File: src/rtl/bmem_arb_pkg.sv
// Shared constants and types for the burst-memory arbiter.
package bmem_arb_pkg;

    localparam int BEAT_W      = 64;
    localparam int BEATS       = 4;
    localparam int LINE_W      = BEATS * BEAT_W;
    localparam int OFFSET_BITS = 5;

    typedef logic [LINE_W-1:0] bmem_line_t;

    typedef enum logic {
        IDLE,
        WBURST
    } arb_state_t;

endpackage

File: src/rtl/rr_arbiter.sv
// Round-robin grant over PORTS requesters; one-hot grant plus its index.
// The priority pointer moves past the granted port only when 'advance' is high.
module rr_arbiter #(
    parameter int PORTS = 2
) (
    input  logic                                     clk,
    input  logic                                     rst,
    input  logic [PORTS-1:0]                         req,
    input  logic                                     advance,
    output logic [PORTS-1:0]                         grant,
    output logic [((PORTS > 1) ? $clog2(PORTS) : 1)-1:0] grant_idx,
    output logic                                     grant_valid
);

    localparam int PW = (PORTS > 1) ? $clog2(PORTS) : 1;

    logic [PW-1:0] ptr_q;
    logic [PW-1:0] idx;
    int            cand;

    // Scan requesters starting at the pointer and pick the first one asserted.
    always_comb begin
        grant       = '0;
        grant_idx   = '0;
        grant_valid = 1'b0;
        cand        = 0;
        idx         = '0;
        for (int i = 0; i < PORTS; i++) begin
            cand = int'(ptr_q) + i;
            if (cand >= PORTS) begin
                cand = cand - PORTS;
            end
            idx = PW'(cand);
            if (!grant_valid && req[idx]) begin
                grant[idx]  = 1'b1;
                grant_idx   = idx;
                grant_valid = 1'b1;
            end
        end
    end

    // Highest priority moves to the port after the one that just got a command out.
    always_ff @(posedge clk or posedge rst) begin
        if (rst) begin
            ptr_q <= '0;
        end else if (advance && grant_valid) begin
            ptr_q <= (int'(grant_idx) == PORTS - 1) ? '0 : grant_idx + 1'b1;
        end
    end

endmodule

File: src/rtl/bmem_arbiter.sv
// Shares one banked burst-memory port between icache (port 0) and dcache (port 1).
// Reads are single-cycle commands whose 4-beat responses may come back out of
// order; each returned line is routed by matching its address against the
// outstanding reads. Writes are 4-beat bursts that hold the port until done.
// Optional build macro: BMEM_ARB_PERF_EN adds saturating performance counters
// and sanity assertions; the port list is identical either way.
module bmem_arbiter
    import bmem_arb_pkg::*;
#(
    parameter int PORTS = 2
) (
    input  logic                          clk,
    input  logic                          rst,
    input  logic [PORTS-1:0][31:0]        req_addr,
    input  logic [PORTS-1:0]              req_read,
    input  logic [PORTS-1:0]              req_write,
    input  logic [PORTS-1:0][LINE_W-1:0]  req_wdata,
    output logic [LINE_W-1:0]             resp_rdata,
    output logic [PORTS-1:0]              resp_valid,
    output logic [31:0]                   bmem_addr,
    output logic                          bmem_read,
    output logic                          bmem_write,
    output logic [BEAT_W-1:0]             bmem_wdata,
    input  logic                          bmem_ready,
    input  logic [31:0]                   bmem_raddr,
    input  logic [BEAT_W-1:0]             bmem_rdata,
    input  logic                          bmem_rvalid
);

    localparam int PW    = (PORTS > 1) ? $clog2(PORTS) : 1;
    localparam int BW    = $clog2(BEATS);
    localparam int TAG_W = 32 - OFFSET_BITS;

    arb_state_t                  state_q, state_d;
    logic [PORTS-1:0]            pending_q;
    logic [PORTS-1:0][TAG_W-1:0] pend_addr_q;
    logic [PW-1:0]               wport_q;
    logic [TAG_W-1:0]            wtag_q;
    bmem_line_t                  wline_q;
    logic [BW-1:0]               wbeat_q;
    logic [BW-1:0]               rbeat_q;
    logic [BEAT_W*(BEATS-1)-1:0] rasm_q;

    logic [PORTS-1:0] eligible;
    logic [PORTS-1:0] grant;
    logic [PW-1:0]    grant_idx;
    logic             grant_valid;
    logic             issue_rd;
    logic             issue_wr;
    logic [PORTS-1:0] wr_done;
    logic [PORTS-1:0] tag_hit;
    logic [PORTS-1:0] rd_match;
    logic             line_done;
    logic             unused_addr_bits;

    // Line-offset bits of both request and return addresses carry no meaning.
    assign unused_addr_bits = ^{bmem_raddr[OFFSET_BITS-1:0], req_addr};

    // A port whose completion pulse is showing this cycle still holds its
    // request level; masking it stops the same transaction being issued twice.
    assign eligible = (req_read | req_write) & ~pending_q & ~resp_valid;

    rr_arbiter #(
        .PORTS (PORTS)
    ) u_rr (
        .clk         (clk),
        .rst         (rst),
        .req         (eligible),
        .advance     (issue_rd | issue_wr),
        .grant       (grant),
        .grant_idx   (grant_idx),
        .grant_valid (grant_valid)
    );

    // Command issue and write-burst sequencing; outputs are quiet while in reset.
    always_comb begin
        state_d    = state_q;
        bmem_read  = 1'b0;
        bmem_write = 1'b0;
        bmem_addr  = '0;
        bmem_wdata = '0;
        issue_rd   = 1'b0;
        issue_wr   = 1'b0;
        wr_done    = '0;
        unique case (state_q)
            IDLE: begin
                if (grant_valid && bmem_ready && !rst) begin
                    bmem_addr = {req_addr[grant_idx][31:OFFSET_BITS], {OFFSET_BITS{1'b0}}};
                    if (req_write[grant_idx]) begin
                        bmem_write = 1'b1;
                        bmem_wdata = req_wdata[grant_idx][BEAT_W-1:0];
                        issue_wr   = 1'b1;
                        state_d    = WBURST;
                    end else begin
                        bmem_read = 1'b1;
                        issue_rd  = 1'b1;
                    end
                end
            end
            WBURST: begin
                bmem_write = 1'b1;
                bmem_addr  = {wtag_q, {OFFSET_BITS{1'b0}}};
                bmem_wdata = wline_q[int'(wbeat_q)*BEAT_W +: BEAT_W];
                if (bmem_ready && wbeat_q == BW'(BEATS - 1)) begin
                    wr_done[wport_q] = 1'b1;
                    state_d          = IDLE;
                end
            end
            default: state_d = IDLE;
        endcase
    end

    // Find every outstanding read whose line address matches the returning beat.
    always_comb begin
        line_done = bmem_rvalid && (rbeat_q == BW'(BEATS - 1));
        tag_hit   = '0;
        for (int p = 0; p < PORTS; p++) begin
            tag_hit[p] = pending_q[p] && (pend_addr_q[p] == bmem_raddr[31:OFFSET_BITS]);
        end
        rd_match = tag_hit & {PORTS{line_done}};
    end

    // FSM state, outstanding-read bookkeeping, latched write burst, completion pulses.
    always_ff @(posedge clk or posedge rst) begin
        if (rst) begin
            state_q     <= IDLE;
            pending_q   <= '0;
            pend_addr_q <= '0;
            wport_q     <= '0;
            wtag_q      <= '0;
            wline_q     <= '0;
            wbeat_q     <= '0;
            resp_valid  <= '0;
        end else begin
            state_q    <= state_d;
            resp_valid <= rd_match | wr_done;
            pending_q  <= (pending_q & ~rd_match) | (issue_rd ? grant : '0);
            if (issue_rd) begin
                pend_addr_q[grant_idx] <= req_addr[grant_idx][31:OFFSET_BITS];
            end
            if (issue_wr) begin
                wport_q <= grant_idx;
                wtag_q  <= req_addr[grant_idx][31:OFFSET_BITS];
                wline_q <= req_wdata[grant_idx];
                wbeat_q <= BW'(1);
            end else if (state_q == WBURST && bmem_ready) begin
                wbeat_q <= wbeat_q + 1'b1;
            end
        end
    end

    // Assemble returning beats; the completed line is held until the next one lands.
    always_ff @(posedge clk or posedge rst) begin
        if (rst) begin
            rbeat_q    <= '0;
            rasm_q     <= '0;
            resp_rdata <= '0;
        end else if (bmem_rvalid) begin
            if (rbeat_q == BW'(BEATS - 1)) begin
                resp_rdata <= {bmem_rdata, rasm_q};
            end else begin
                rasm_q[int'(rbeat_q)*BEAT_W +: BEAT_W] <= bmem_rdata;
            end
            rbeat_q <= rbeat_q + 1'b1;
        end
    end

`ifdef BMEM_ARB_PERF_EN
    logic [PORTS-1:0][31:0] grants_q;
    logic [PORTS-1:0][31:0] wait_cycles_q;
    logic [31:0]            bmem_busy_q;
    logic                   cmd_waiting;

    assign cmd_waiting = (state_q == WBURST) || grant_valid;

    // Saturating counters for grants, losing-arbitration cycles and memory stalls.
    always_ff @(posedge clk or posedge rst) begin
        if (rst) begin
            grants_q      <= '0;
            wait_cycles_q <= '0;
            bmem_busy_q   <= '0;
        end else begin
            for (int p = 0; p < PORTS; p++) begin
                if ((issue_rd || issue_wr) && grant[p] && grants_q[p] != '1) begin
                    grants_q[p] <= grants_q[p] + 1'b1;
                end
                if (eligible[p] && !((issue_rd || issue_wr) && grant[p]) && wait_cycles_q[p] != '1) begin
                    wait_cycles_q[p] <= wait_cycles_q[p] + 1'b1;
                end
            end
            if (cmd_waiting && !bmem_ready && bmem_busy_q != '1) begin
                bmem_busy_q <= bmem_busy_q + 1'b1;
            end
        end
    end

    // Returning beats must belong to an outstanding read; strobes never overlap.
    always_ff @(posedge clk) begin
        if (!rst) begin
            assert (!(bmem_rvalid && tag_hit == '0));
            assert (!(bmem_read && bmem_write));
        end
    end
`endif

endmodule

File: config.mk
export PLATFORM = sky130hd
export DESIGN_NAME = bmem_arbiter
export DESIGN_NICKNAME = d
export VERILOG_FILES = /design/src/rtl/bmem_arb_pkg.sv /design/src/rtl/rr_arbiter.sv /design/src/rtl/bmem_arbiter.sv
export SDC_FILE = /design/constraint.sdc
export NUM_CORES = 2
export LEC_CHECK = 0
export BUFFER_PORTS_ARGS = -buffer_cell sky130_fd_sc_hd__buf_4
export CELL_PAD_IN_SITES_DETAIL_PLACEMENT = 1
export CELL_PAD_IN_SITES_GLOBAL_PLACEMENT = 2
export CORE_AREA = 3 3 397 399
export DETAILED_ROUTE_END_ITERATION = 6
export DIE_AREA = 0 0 400 402
export PLACE_DENSITY = 0.69
export SYNTH_ARGS = -nofsm -noshare
export SYNTH_HDL_FRONTEND = slang
export SYNTH_SLANG_ARGS = --single-unit
export TNS_END_PERCENT = 1
File: constraint.sdc
create_clock -name clk -period 35.1 [get_ports clk]
set_input_delay 3.51 -clock clk [delete_from_list [all_inputs] [get_ports clk]]
set_output_delay 3.51 -clock clk [all_outputs]
set_load 0.01 [all_outputs]
==> flow_summary.ini <==
[clocking]
clock_path_buffers = 3
clkSinkCount = 796
cts_hold_buffers = 0
cts_root_buffer = clkbuf_16
cts_resized = 0
clk_pin_slew_worst_paths_ns = 0.05
cts_tree = done
cts_max_level = 3
cts_made_buffers = 93
clock_latency_ns = 0.70
cts_setup_buffers = 0

[die]
dieArea_um2 = 160800
core_area_um2 = 154200
initial_core_util = 0.2247
fp.dieW_um = 400
dieHeight_um = 402
num_io_pins = 1036
rows = 144

[power_and_ir_drop]
total_power_mw = 4.190
power_frac_comb = 0.398
peakVddDrop_mv = 0.04638
internal_power_mw = 2.692
leakagePower_nw = 24.33
seqPwrFrac = 0.371
p_sw_frac = 0.3575
switchingPower_mw = 1.498
clkPwrFrac = 0.231
power_density_nw_per_um2 = 88.63

[detailed_routing]
first_pass_iters = 5
vias = 26090
drt-initial-drc-count = 1295
drcViolationCount = 0
drt-met1-wl_um = 59400
antenna_left = 0
dr_wl_met3_um = 12200
wl_per_cell_um = 26.33
top_layer = met5
wl_um = 152600
route.met2.wl_um = 75660
via_per_inst = 4.503

[timing]
setup_tns_ns = 0
period_share = 0.3119
report.final.slew_viol_count = 0
hold_viol = 0
setup_slack_ns = 24.15
slew_headroom = 0.2531
finalSetupViolations = 0
worst_pin_slew_ns = 1.089
clock-skew-final_ns = 0.06662
max_freq_ghz = 0.09135
grt_setup_unrepaired = no
post-route-min-period_ns = 10.95

[synth]
synthTopCellsByArea = dfrtp_1 (57%), mux2_2 (8.3%), mux2i_1 (8.2%), a22o_1 (4.9%), mux4_2 (4.2%)
synthArstFlopShare = 1.000
synth_cells = 2727
synth_top_area_share = 0.5749
yosysUniqueCellTypes = 44
synth_edf_count = 0
yosys_warnings = 0
ys_seq_area_frac = 0.5749
synthFlopType = dfrtp_1
ys_seq_elements = 796
netlist_area_um2 = 34650
avgSynthCellArea_um2 = 12.71
synth_area_leader_cell = dfrtp_1

[global_routing]
grt_start_max_net_pins = 210
grt_pass1_vias = 27930
grt-ovfl-total = 0
antenna_found_initial = 56
grt_pass1_wl_um = 212300
grt_use_total = 0.1836

[placement]
place_area_um2 = 44180
globalplace.congestion = 0.8443
dp_slack_ns = 24.05
place_hpwl_um = 115400
io_buffer_count = 1015

[worst_setup_path]
reg2reg_slack_ns = 30.74
cp_slowest_stage_delay_ns = 0.78
slowest_stage = buf_4
required_ns = 31.59
arrival_ns = 7.44
critical_path_buf_inv_count = 5
cpLargestDelayFamily = buffers and inverters
path_cells = buf_4 > nor2_1 > o311a_1 > o21ai_4 > buf_12 > buf_4 > buf_4 > nor2_1 > a21o_1 > buf_4
start_kind = primary input
critPathCaptureType = primary output
path_class = primary input to primary output
path_max_fanout = 209
crit_top_cell = buf_4

[outcome]
status = complete, no violations

[layout]
final_cell_area_um2 = 47270
layout_common_cells = buf_4 (1,044), dfrtp_1 (793), mux2i_1 (283)
area_delta_synth_final_pct = 36.43
final_common_cell = buf_4
drive_gt1_frac = 0.4097
nets = 4352

[job]
maxCapViolCount = 0

[min_path]
hold_path_class = flip-flop to flip-flop
## path summary, 6_finish.rpt
kind	start	cells after the start	end
max in group asynchronous	rst	5	wline_q[204]
min	wline_q[61]	1	wline_q[61]
min reg2reg	wline_q[61]	1	wline_q[61]
max reg2reg	pending_q[0]	8	wline_q[57]
min in group asynchronous	rst	2	wport_q
max	req_write[0]	10	bmem_wdata[51]
## registers in the layout, indices dropped and copies added (netlist names), 27 cells and up
signal / flops
pend_addr_q: 54
rasm_q: 192
resp_rdata: 256
wline_q: 256
wtag_q: 27
## layout make-up
| cell class | instances | area, um^2 |
|---|---|---|
| Clock buffer | 129 | 2613 |
| Fill cell | 17120 | 107000 |
| Timing Repair Buffer | 1049 | 7938 |
| Inverter | 7 | 33.78 |
| Clock inverter | 32 | 431.7 |
| Antenna cell | 19 | 47.55 |
| Sequential cell | 796 | 19930 |
| Tap cell | 2044 | 2557 |
| Multi-Input combinational cell | 1719 | 13720 |
## Yosys cell counts, types with 2 or more instances
cell type and n:
buf_6 13, buf_4 26, and2_1 2, buf_1 9
mux4_2 64, ha_1 6, clkbuf_1 113, clkbuf_2 7
nand2_1 255, a21o_1 130, clkbuf_4 5, xnor2_1 48
buf_2 36, nor2_1 123, mux2_2 256, nand4_1 14
nand3_1 3, a21oi_1 55, o21ai_1 13, xor2_1 8
nor4_1 4, o21ai_0 239, inv_1 7, dfrtp_1 796
nor4b_1 3, mux2i_1 283, a22o_1 192
## power groups by stage
stage                     clock network (mW)  logic, mW  registers [mW]
after CTS                               1.00       1.70            1.56
final                                  0.969       1.67            1.55
after detailed placement                   0       1.69            1.57
after global routing                    1.04       1.80            1.61
after global placement                     0       1.67            1.55
after floorplan                            0      0.947            1.54
## worst register-to-register path, delay by kind of cell (launching register included)
family | cells | cell delay, ns
buffers and inverters | 3 | 2.20
AO/OA/AOI/OAI | 3 | 1.15
AND/OR/NAND/NOR | 2 | 0.48
flip-flops | 1 | 0.42
## metal layers
metal	up-vias	track usage
met5	-	0
met4	18	0.06309
met3	221	0.06050
met2	843	0.3167
met1	13350	0.2122
li1	11660	-
## logic make-up (layout without fill, tap and decap cells)
group,count (synthesis),count (layout),share of synthesized area
flip-flops,796,796,0.5749
XOR/XNOR,56,56,0.01416
adder cells (fa/ha/maj),6,6,0.002167
multiplexers,603,603,0.2066
buffers and inverters,216,1217,0.03113
AO/OA/AOI/OAI,637,637,0.1234
AND/OR/NAND/NOR,412,412,0.04759
other,1,24,0.0001082
## per-stage QoR
| stage | hold WS (ns) | util | instances |
|---|---|---|---|
| finish | 0.4721 | 0.3065 | 5795 |
| global route | 0.4867 | 0.3064 | 5788 |
| CTS | 0.4781 | 0.3062 | 5776 |
| detailed placement | 0.4620 | 0.2865 | 5615 |
| global placement | 0.4552 | 0.2865 | 5615 |
| floorplan | 0.4446 | - | 2731 |
(Power assumes the default switching activity.)
